`config.mk`:
```
export PLATFORM = sky130hd
export DESIGN_NAME = decoder_rr_arbiter
export DESIGN_NICKNAME = d
export VERILOG_FILES = /design/src/rtl/decoder_rr_arbiter.sv
export SDC_FILE = /design/constraint.sdc
export NUM_CORES = 1
export LEC_CHECK = 0
export ABC_AREA = 1
export CORE_UTILIZATION = 60
export DETAILED_ROUTE_END_ITERATION = 8
export PLACE_DENSITY = 0.86
export SYNTH_ARGS = -nofsm -noshare
export SYNTH_HDL_FRONTEND = slang
export SYNTH_SLANG_ARGS = --single-unit
```
`constraint.sdc`:
```
create_clock -name clk -period 5.7 [get_ports clk]
set_input_delay 1.14 -clock clk [delete_from_list [all_inputs] [get_ports clk]]
set_output_delay 1.14 -clock clk [all_outputs]
set_load 0.01 [all_outputs]
```
`src/rtl/decoder_rr_arbiter.sv`:
```
// Round-robin arbiter sharing one 3-to-8 decoded select among 8 requesters.
// Registered winner index plus one-hot decode, held until release or hold timeout.
module decoder_rr_arbiter #(
  parameter int unsigned MAX_HOLD = 16,
  parameter int unsigned CNT_W    = 5
) (
  input  logic       clk,
  input  logic       rst_n,
  input  logic [7:0] req,
  input  logic       done,
  output logic [7:0] gnt,
  output logic [2:0] gnt_idx,
  output logic       gnt_valid,
  output logic       preempt
);

  typedef enum logic [1:0] {IDLE, GRANT, REL} state_t;

  state_t           state, state_nx;
  logic [2:0]       ptr, ptr_nx, idx_nx;
  logic [2:0]       winner, cand;
  logic             found;
  logic [7:0]       gnt_nx;
  logic             valid_nx, preempt_nx;
  logic [CNT_W-1:0] hold_cnt, hold_nx;
  logic             timeout, owner_rel;

  // First requester at or after ptr, wrapping modulo 8.
  always_comb begin
    winner = ptr;
    found  = 1'b0;
    cand   = ptr;
    for (int i = 0; i < 8; i++) begin
      cand = ptr + 3'(i);
      if (!found && req[cand]) begin
        winner = cand;
        found  = 1'b1;
      end
    end
  end

  assign timeout   = (MAX_HOLD != 0) && (hold_cnt == CNT_W'(MAX_HOLD));
  assign owner_rel = done || !req[gnt_idx];

  always_comb begin
    state_nx   = state;
    ptr_nx     = ptr;
    idx_nx     = gnt_idx;
    gnt_nx     = gnt;
    valid_nx   = gnt_valid;
    preempt_nx = 1'b0;
    hold_nx    = hold_cnt;
    case (state)
      IDLE: begin
        if (found) begin
          idx_nx   = winner;
          gnt_nx   = 8'b1 << winner;
          valid_nx = 1'b1;
          hold_nx  = CNT_W'(1);
          state_nx = GRANT;
        end
      end
      GRANT: begin
        if (owner_rel || timeout) begin
          gnt_nx     = 8'h00;
          valid_nx   = 1'b0;
          ptr_nx     = gnt_idx + 3'd1;
          // preempt flags only a pure timeout; an owner release wins any tie
          preempt_nx = timeout && !owner_rel;
          state_nx   = REL;
        end else if (hold_cnt != '1) begin
          hold_nx = hold_cnt + 1'b1;
        end
      end
      REL: begin
        state_nx = IDLE;
      end
      default: begin
        state_nx = IDLE;
      end
    endcase
  end

  always_ff @(posedge clk or negedge rst_n) begin
    if (!rst_n) begin
      state     <= IDLE;
      ptr       <= 3'd0;
      gnt_idx   <= 3'd0;
      gnt       <= 8'h00;
      gnt_valid <= 1'b0;
      preempt   <= 1'b0;
      hold_cnt  <= '0;
    end else begin
      state     <= state_nx;
      ptr       <= ptr_nx;
      gnt_idx   <= idx_nx;
      gnt       <= gnt_nx;
      gnt_valid <= valid_nx;
      preempt   <= preempt_nx;
      hold_cnt  <= hold_nx;
    end
  end

  // The decoder select must never see two owners or a grant without valid.
  gnt_onehot_a: assert property (@(posedge clk) disable iff (!rst_n)
    $onehot0(gnt) && ((gnt != 8'h00) == gnt_valid));

endmodule

```
==> metrics.txt <==
status finished, final reports clean; post-layout net count around 320; largest family of logic cells by synthesized area simple AND/OR/NAND/NOR gates; f_max approximately 0.31 GHz; largest cells by area after synthesis dfrtp_1, nand2_1, nand3_1; Die Ht 59.42 um; Reg clk slew, reported paths about 0.12 ns; clock buffer depth 2; total grt overflow 0; Post-Synth Adder-Cell Area 3.795%; maxcap violations 0; CP most frequent cell nand2_1; Syn Area/Cell 7.015 sq um; Worst Skew about 0.0033 ns; vias in the first global route 1654; Critical Path Source ptr[1]; WL per Instance about 12 um; # diodes 0; ANT nets after route 0; die area between 3000 and 4000 sq um; Worst path slowest cell dfrtp_1; Detail Placement HPWL ~3400 um; post-synthesis xor/xnor area fraction 3.985%; critical path peak fanout 9; final setup fails 0; Critical R2R Launch ptr[1]; GPL Wtd Cong 0.8977; fin cells 348; Tcrit/Tclk final 55.86%; input/output buffers 23; largest net degree at the start of global routing 24; CP Buf/Inv Count 4; Synth area leader dfrtp_1; final WL 4320 um; CP required 5.92 ns; Crit path arrival time between 3 and 4 ns; CTS Sinks 23; First DRT Iteration DRCs between 100 and 150; Unique masters post-synth 38; placed cells around 340; syn_nets between 200 and 300; Post-Syn Area 1978 sq um; clk root buf clkbuf_4; cell depth of the worst setup path 18; layout cell share with drive strength beyond 1 around 13%; first-pass GRT wire length between 7000 and 8000 um; CTS tree done; synth warn 0; Worst setup endpoint gnt[4]; antenna violations before repair 0; row count 20; critical path's largest stage delay 0.67 ns; Synth Register Bits 23; Num CTS Buffers 3; post-synth top area share 29.10%; CP top delay family simple AND/OR/NAND/NOR gates; Reg2Reg Depth 18; sequential share of the synthesized area between 20% and 30%; Hold Path Class reg2reg; CP Capture Type register; DR vias approximately 1900; Ports 24; Setup Buffers After CTS 0; residual DRC count 0; actual slew at the worst max-slew pin 0.9944 ns; Initial DRT Pass Iterations 4; TNS Setup 0 ns; core area 3103 sq um; RSZ-0062 raised after global routing false; post-layout minimum cycle time 3.184 ns; Hold Fails Final Rpt 0; Slew Viols, Final 0; Synth Instances 282; Post-Synth Simple-Gate Area about 46%; Total GRT Usage about a quarter; WS Path Type reg2reg; Startpoint Class register; R2R setup slack around 2.5 ns; CP cell instances inv_2 -> ha_1 -> inv_1 -> nand3_1 -> nand2_1 -> nor2_1 -> nor2_2 -> inv_1 -> nor2_2 -> nand3_1 -> o21ai_1 -> inv_1 -> nand2_1 -> nand2_1 -> nand2_1 -> nand2_1 -> nand3_1 -> nand2_1; FF-to-FF End gnt[4]; multiplexer share of the synthesized area under 10%; vias per cell about 5.5; Die Width roughly 59 um; Clk Latency, worst-skew pair between 0.3 and 0.4 ns; area grow syn2layout 13.47%; Hold Buf Count CTS 0; Compound-Gate Fraction of Synth Area 9.171%; Initial Util 63.75%; Slew headroom 33.50%; htree depth 1; Post-CTS Resized 0
==> layout make-up <==
type	count	area [sq um]
Inverter	25	93.84
Clock inverter	1	5.005
Timing Repair Buffer	23	230.2
Clock buffer	3	22.52
Fill cell	281	858.3
Multi-Input combinational cell	229	1262
Sequential cell	23	575.6
Tap cell	44	55.05
==> through the flow <==
stage	hold slack (ns)	cell area [sq um]	util [%]	worst slack, ns
5_1_grt	0.5246	2245	72.34	2.289
6_report	0.4932	2245	72.34	2.516
4_1_cts	0.4991	2245	72.34	2.572
2_1_floorplan	0.4810	1978	-	3.128
3_5_place_dp	0.4672	2217	71.45	2.362
3_3_place_gp	0.4620	2217	71.45	2.400
==> Yosys cell counts <==
cell and instances:
dfrtp_1 23, a21oi_1 5, a21oi_2 2, nand3_1 41, nor3b_2 1, inv_1 17, xnor2_1 2, nand4_4 1
nor2_4 1, nand2_4 3, clkinv_1 2, xor2_4 1, nand3_2 5, a31oi_2 1, o21bai_2 1, a31oi_1 2
nand4_1 4, nand2_2 4, xor2_1 2, nor3_1 2, o21ai_4 1, nand3b_1 1, nand2_1 99, nor2_1 19
nor2_2 4, buf_6 3, o21ai_1 3, nor2_8 1, xnor2_2 1, mux2i_1 2, o21ai_0 11, inv_2 6
ha_1 6, buf_2 1, o221ai_1 1, nand3_4 1, o31ai_1 1, buf_4 1
==> worst reg2reg max path, stage by stage, from the launching register on <==
cell	delay [ns]
dfrtp_1	0.67
inv_2	0.21
ha_1	0.43
inv_1	0.22
nand3_1	0.10
nand2_1	0.12
nor2_1	0.08
nor2_2	0.21
inv_1	0.09
nor2_2	0.18
nand3_1	0.14
o21ai_1	0.16
inv_1	0.05
nand2_1	0.07
nand2_1	0.05
nand2_1	0.05
nand2_1	0.10
nand3_1	0.09
nand2_1	0.06
==> placed cells by master (no fill, tap or decap), types with 6 or more instances in the layout <==
| cell type | count |
|---|---|
| o21ai_0 | 11 |
| dfrtp_1 | 23 |
| nor2_1 | 19 |
| clkdlybuf4s50_1 | 23 |
| nand2_1 | 99 |
| inv_1 | 17 |
| inv_2 | 6 |
| ha_1 | 6 |
| nand3_1 | 41 |
==> kinds of logic (layout without fill, tap and decap cells) <==
logic type,Yosys count,after routing
buffers and inverters,30,52
muxes,2,2
DFF,23,23
adders and majority gates,6,6
and+or+nand+nor,187,187
AOI/OAI and AO/OA,28,28
xor gates and xnor gates,6,6
==> sequential cells by signal, summed over array words and instances (netlist names) <==
name / flops
ptr: 3
hold_cnt: 5
gnt: 8
state: 2
preempt: 1
gnt_valid: 1
gnt_idx: 3
==> how the worst min path moves through the flow <==
stage               slack [ns]          end         from  depth (start not counted)
finish                    0.49       gnt[1]       gnt[1]                          2
global route              0.52       gnt[2]       gnt[2]                          2
CTS                       0.50       gnt[0]       gnt[0]                          2
detailed placement        0.47       gnt[0]       gnt[0]                          2
global placement          0.46       gnt[7]       gnt[7]                          2
floorplan                 0.48  hold_cnt[4]  hold_cnt[4]                          2
==> metal layers <==
metal / routed length (um) / global-route usage (%) / vias to the layer above / share of wire [%]
li1: - / - / 975 / -
met1: 2133 / 38.05 / 861 / 49
met2: 1932 / 42.22 / 57 / 45
met3: 230 / 5.022 / 5 / 5.3
met4: 23 / 5.102 / 0 / 0.53
met5: 0 / 0 / - / 0
Power is not shown: default switching activity piles up to over one toggle a cycle in this logic, so the estimate is an artifact.
==> variant 1 (same flow settings) <==
`CNT_W`: 5 -> 7.
--- a/src/rtl/decoder_rr_arbiter.sv
+++ b/src/rtl/decoder_rr_arbiter.sv
@@ -4,3 +4,3 @@
   parameter int unsigned MAX_HOLD = 16,
-  parameter int unsigned CNT_W    = 5
+  parameter int unsigned CNT_W    = 7
 ) (
Check against the original RTL: same outputs for any inputs over 10 cycles, from zero or initial values and one cycle with rst_n low; that may be too few to reach the edited logic, so the function may still have changed.
==> variant 1 against the original RTL <==
Critical path depth shrank 5. Routed wire length grew 4.3%. Sequential cell count grew 2. Synthesized area grew 2.7%. Clock skew shrank 0.0012 ns. Die area grew 2.6%. Setup slack gained 0.092 ns. Final area grew 2.6%. Critical path type is now in2reg.
Power is not shown: default switching activity piles up to over one toggle a cycle in this logic, so the estimate is an artifact.
==> variant 1: results <==
[min_path]
worstHoldStart = "gnt[0]"
hold_depth = 2
hold_end = "gnt[0]"
min_path_type = "reg2reg"

[sta]
max_freq_mhz = 323
hold_ws_ns = 0.494
max_slew_margin_pct = 27.8
fin_worst_skew_ns = 0.00206

[critical_path]
path_class = "in2reg"
worst_path_largest_cell_delay_ns = 0.52
r2r_cells = 15
cp.arrival_ns = 3.30
reg2reg_from = "ptr[0]"
path_max_fanout = 12
reg2reg_to = "hold_cnt[4]"
crit_family = "compound AO/OA/AOI/OAI gates"
rrSetupSlack_ns = 2.67
startpoint = "req[0]"
worst_path_max_delay_cell = "clkdlybuf4s50_1"

[synthesis]
syn_nets = 320
synthXorXnorAreaFrac_pct = 3.45
synth_cell_type_count = 28
synth_area_per_cell_um2 = 6.68
synth_top_cells_by_count = "nand2_1, nand3_1, dfrtp_1"
async_reset_ff_share_pct = 100
ys_top_cells_by_area = "dfrtp_1, nand2_1, nand3_1"
yosys.area_share.adder_pct = 3.08
yosysSeqAreaShare_pct = 30.8
synth_compound_area_share_pct = 9.79
muxShareOfSynthArea_pct = 0

[final_layout]
reg.largest.list = "gnt (8), hold_cnt (7)"
fillCellCount = 259
drive_gt1_share_pct = 10.7
fin_nets = 343
n_antenna_cell = 0

[route]
vias = 1996
firstDrtPassIters = 5
wirelength_mm = 4.51
drt_iter0_drc = 149
wire_per_inst_um = 12.2

[placed_design]
dp_slack_ns = 2.26
io_buffers = 23
place.gp.congestion = 0.939
placed_cells = 366
place_hpwl_mm = 3.53

[clock_network]
post-cts-setup-buffers = 0
clock_latency_ns = 0.31
cts_resized = 0
clockBufferDepth = 2
cts_buffers = 3
cts_root_buf = "clkbuf_4"

[global_route]
grt_util_all_layers_pct = 27.8
grt_max_degree = 26
grt_pass1_vias = 1719
grt_pass1_wl_mm = 7.58

[run_status]
status = "finished clean"
## variant 1: layer usage
metal / share of wire [%] / wire, um / GRT usage (%) / vias to the layer above
met1: 50 / 2240 / 41.8 / 887
li1: - / - / - / 1044
met3: 6.0 / 270 / 4.33 / 2
met5: 0 / 0 / 0 / -
met4: 0.20 / 9 / 3.65 / 0
met2: 44 / 1990 / 42.7 / 63
## variant 1: through the flow
| stage | cell area, um2 | utilization, % |
|---|---|---|
| CTS | 2300 | 73.6 |
| global placement | 2270 | 72.7 |
| detailed placement | 2270 | 72.7 |
| floorplan | 2030 | - |
| finish | 2300 | 73.6 |
| global route | 2300 | 73.6 |
## variant 1: area by class of cell
type | instances | area [um2] | share of cell area, %
Sequential cell | 25 | 626 | 27.2
Multi-Input combinational cell | 244 | 1250 | 54.3
Timing Repair Buffer | 23 | 230 | 10.0
Clock inverter | 1 | 5.00 | 0.217
Clock buffer | 3 | 22.5 | 0.978
Tap cell | 44 | 55.1 | 2.39
Inverter | 30 | 113 | 4.89
==> variant 2 (same settings) <==
Made on the original files. Re-encode `state_t` (3 states) as one-hot, 3 bits wide.
--- a/src/rtl/decoder_rr_arbiter.sv
+++ b/src/rtl/decoder_rr_arbiter.sv
@@ -16,3 +16,3 @@
 
-  typedef enum logic [1:0] {IDLE, GRANT, REL} state_t;
+  typedef enum logic [2:0] {IDLE = 3'b001, GRANT = 3'b010, REL = 3'b100} state_t;
 
Formal check against the unedited RTL: same outputs for any inputs over 10 cycles, from zero or initial values and one cycle with rst_n low; not proved beyond that.
==> variant 2 against the original RTL <==
Setup slack got worse by 0.20 ns. Utilization rose by 3.6 points. Global-route usage rose by 0.76 points. Register-to-register slack got worse by 0.19 ns. Sequential cell count rose by 1. Hold slack improved by 0.0016 ns. Fmax fell by 6.0%. Final area fell by 2.7%. Synthesized area fell by 4.5%. Routed wire length fell by 2.7%. Largest cell class unchanged.
Power is not shown: default switching activity piles up to over one toggle a cycle in this logic, so the estimate is an artifact.
==> variant 2: results <==
[critical_path]
crit_family = "simple AND/OR/NAND/NOR gates"
r2r_cells = 16
rrSetupSlack_ns = 2.33
worst_path_max_delay_cell = "nor2_1"
worst_path_largest_cell_delay_ns = 0.60
path_max_fanout = 11
reg2reg_to = "gnt[5]"
reg2reg_from = "ptr[0]"
cp.arrival_ns = 3.65

[synthesis]
yosysSeqAreaShare_pct = 31.9
ys_top_cells_by_area = "dfrtp_1, nand2_1, nand3_1"
synth_area_per_cell_um2 = 6.70
synth_top_cells_by_count = "nand2_1, nand3_1, dfrtp_1"
synth_cell_type_count = 34
syn_nets = 299
async_reset_ff_share_pct = 100

[global_route]
grt_pass1_wl_mm = 7.18
grt_max_degree = 25
grt_pass1_vias = 1656
grt_util_all_layers_pct = 27.4
antenna_found_initial = 0

[clock_network]
post-cts-setup-buffers = 0
cts_root_buf = "clkbuf_4"
clock_latency_ns = 0.32
clk_pin_slew_worst_paths_ns = 0.13
htree_levels = 1
clockBufferDepth = 2
cts_buffers = 3

[route]
wirelength_mm = 4.20
viasPerCell = 5.49
vias = 1900
drt_iter0_drc = 95

[final_layout]
reg.largest.list = "gnt (8), hold_cnt (5)"
fillCellCount = 228
fin_nets = 322
drive_gt1_share_pct = 10.9
n_antenna_cell = 0

[sta]
hold_violations = 0
tightestPinTransition_ns = 0.999
fin_worst_skew_ns = 0.00422

[placed_design]
placement.cell_area_um2 = 2130
place_hpwl_mm = 3.25
placed_cells = 342
io_buffers = 23
place.gp.congestion = 0.890

[min_path]
hold_depth = 2
min_path_type = "reg2reg"
worstHoldStart = "gnt[1]"
hold_end = "gnt[1]"

[run_status]
status = "finished clean"
-- variant 2: metal layers --
layer  vias up  global-route usage (%)  share of wire [%]
met2        69                    42.5                 45
met5         -                       0                  0
met3         7                    6.47                6.2
met4         0                    6.46                1.0
met1       861                    39.1                 48
li1        963                       -                  -
-- variant 2: stage by stage --
stage	setup WS (ns)	hold WS [ns]
6_report	2.31	0.495
5_1_grt	2.03	0.526
4_1_cts	2.33	0.499
3_5_place_dp	1.99	0.466
3_3_place_gp	2.08	0.467
2_1_floorplan	3.06	0.480
-- variant 2: worst min-delay path, cell delays in order (launching register included) --
cell and delay, ns:
dfrtp_1 0.37, nand2_1 0.05, nand2_1 0.05
-- variant 2: logic make-up (layout without fill, tap and decap cells) --
family	after synthesis	in the layout	synth area share [%]
compound gates	26	26	8.41
fa+ha+maj	6	6	3.97
simple gates	187	187	45.4
mux	1	1	0.530
flops	24	24	31.9
buf+inv	34	56	8.01
xor+xnor	4	4	1.85
-- variant 2: how the worst max path moves through the flow --
stage	start	endpoint	slack (ns)	cells after the start
floorplan	req[7]	gnt[4]	3.06	15
global placement	req[7]	gnt[5]	2.08	15
detailed placement	req[7]	gnt[5]	1.99	15
CTS	req[7]	gnt[5]	2.33	15
global route	req[1]	gnt[6]	2.03	11
finish	req[7]	gnt[5]	2.31	15
-- variant 2: final cells by class --
class	instances	area [um2]	share of cell area (%)
clock inverters	1	30.0	1.37
inverters	29	111	5.10
flip-flops and latches	24	602	27.5
multi-input cells	224	1140	52.0
well taps	42	52.6	2.41
clock buffers	3	22.5	1.03
repair buffers	23	230	10.5
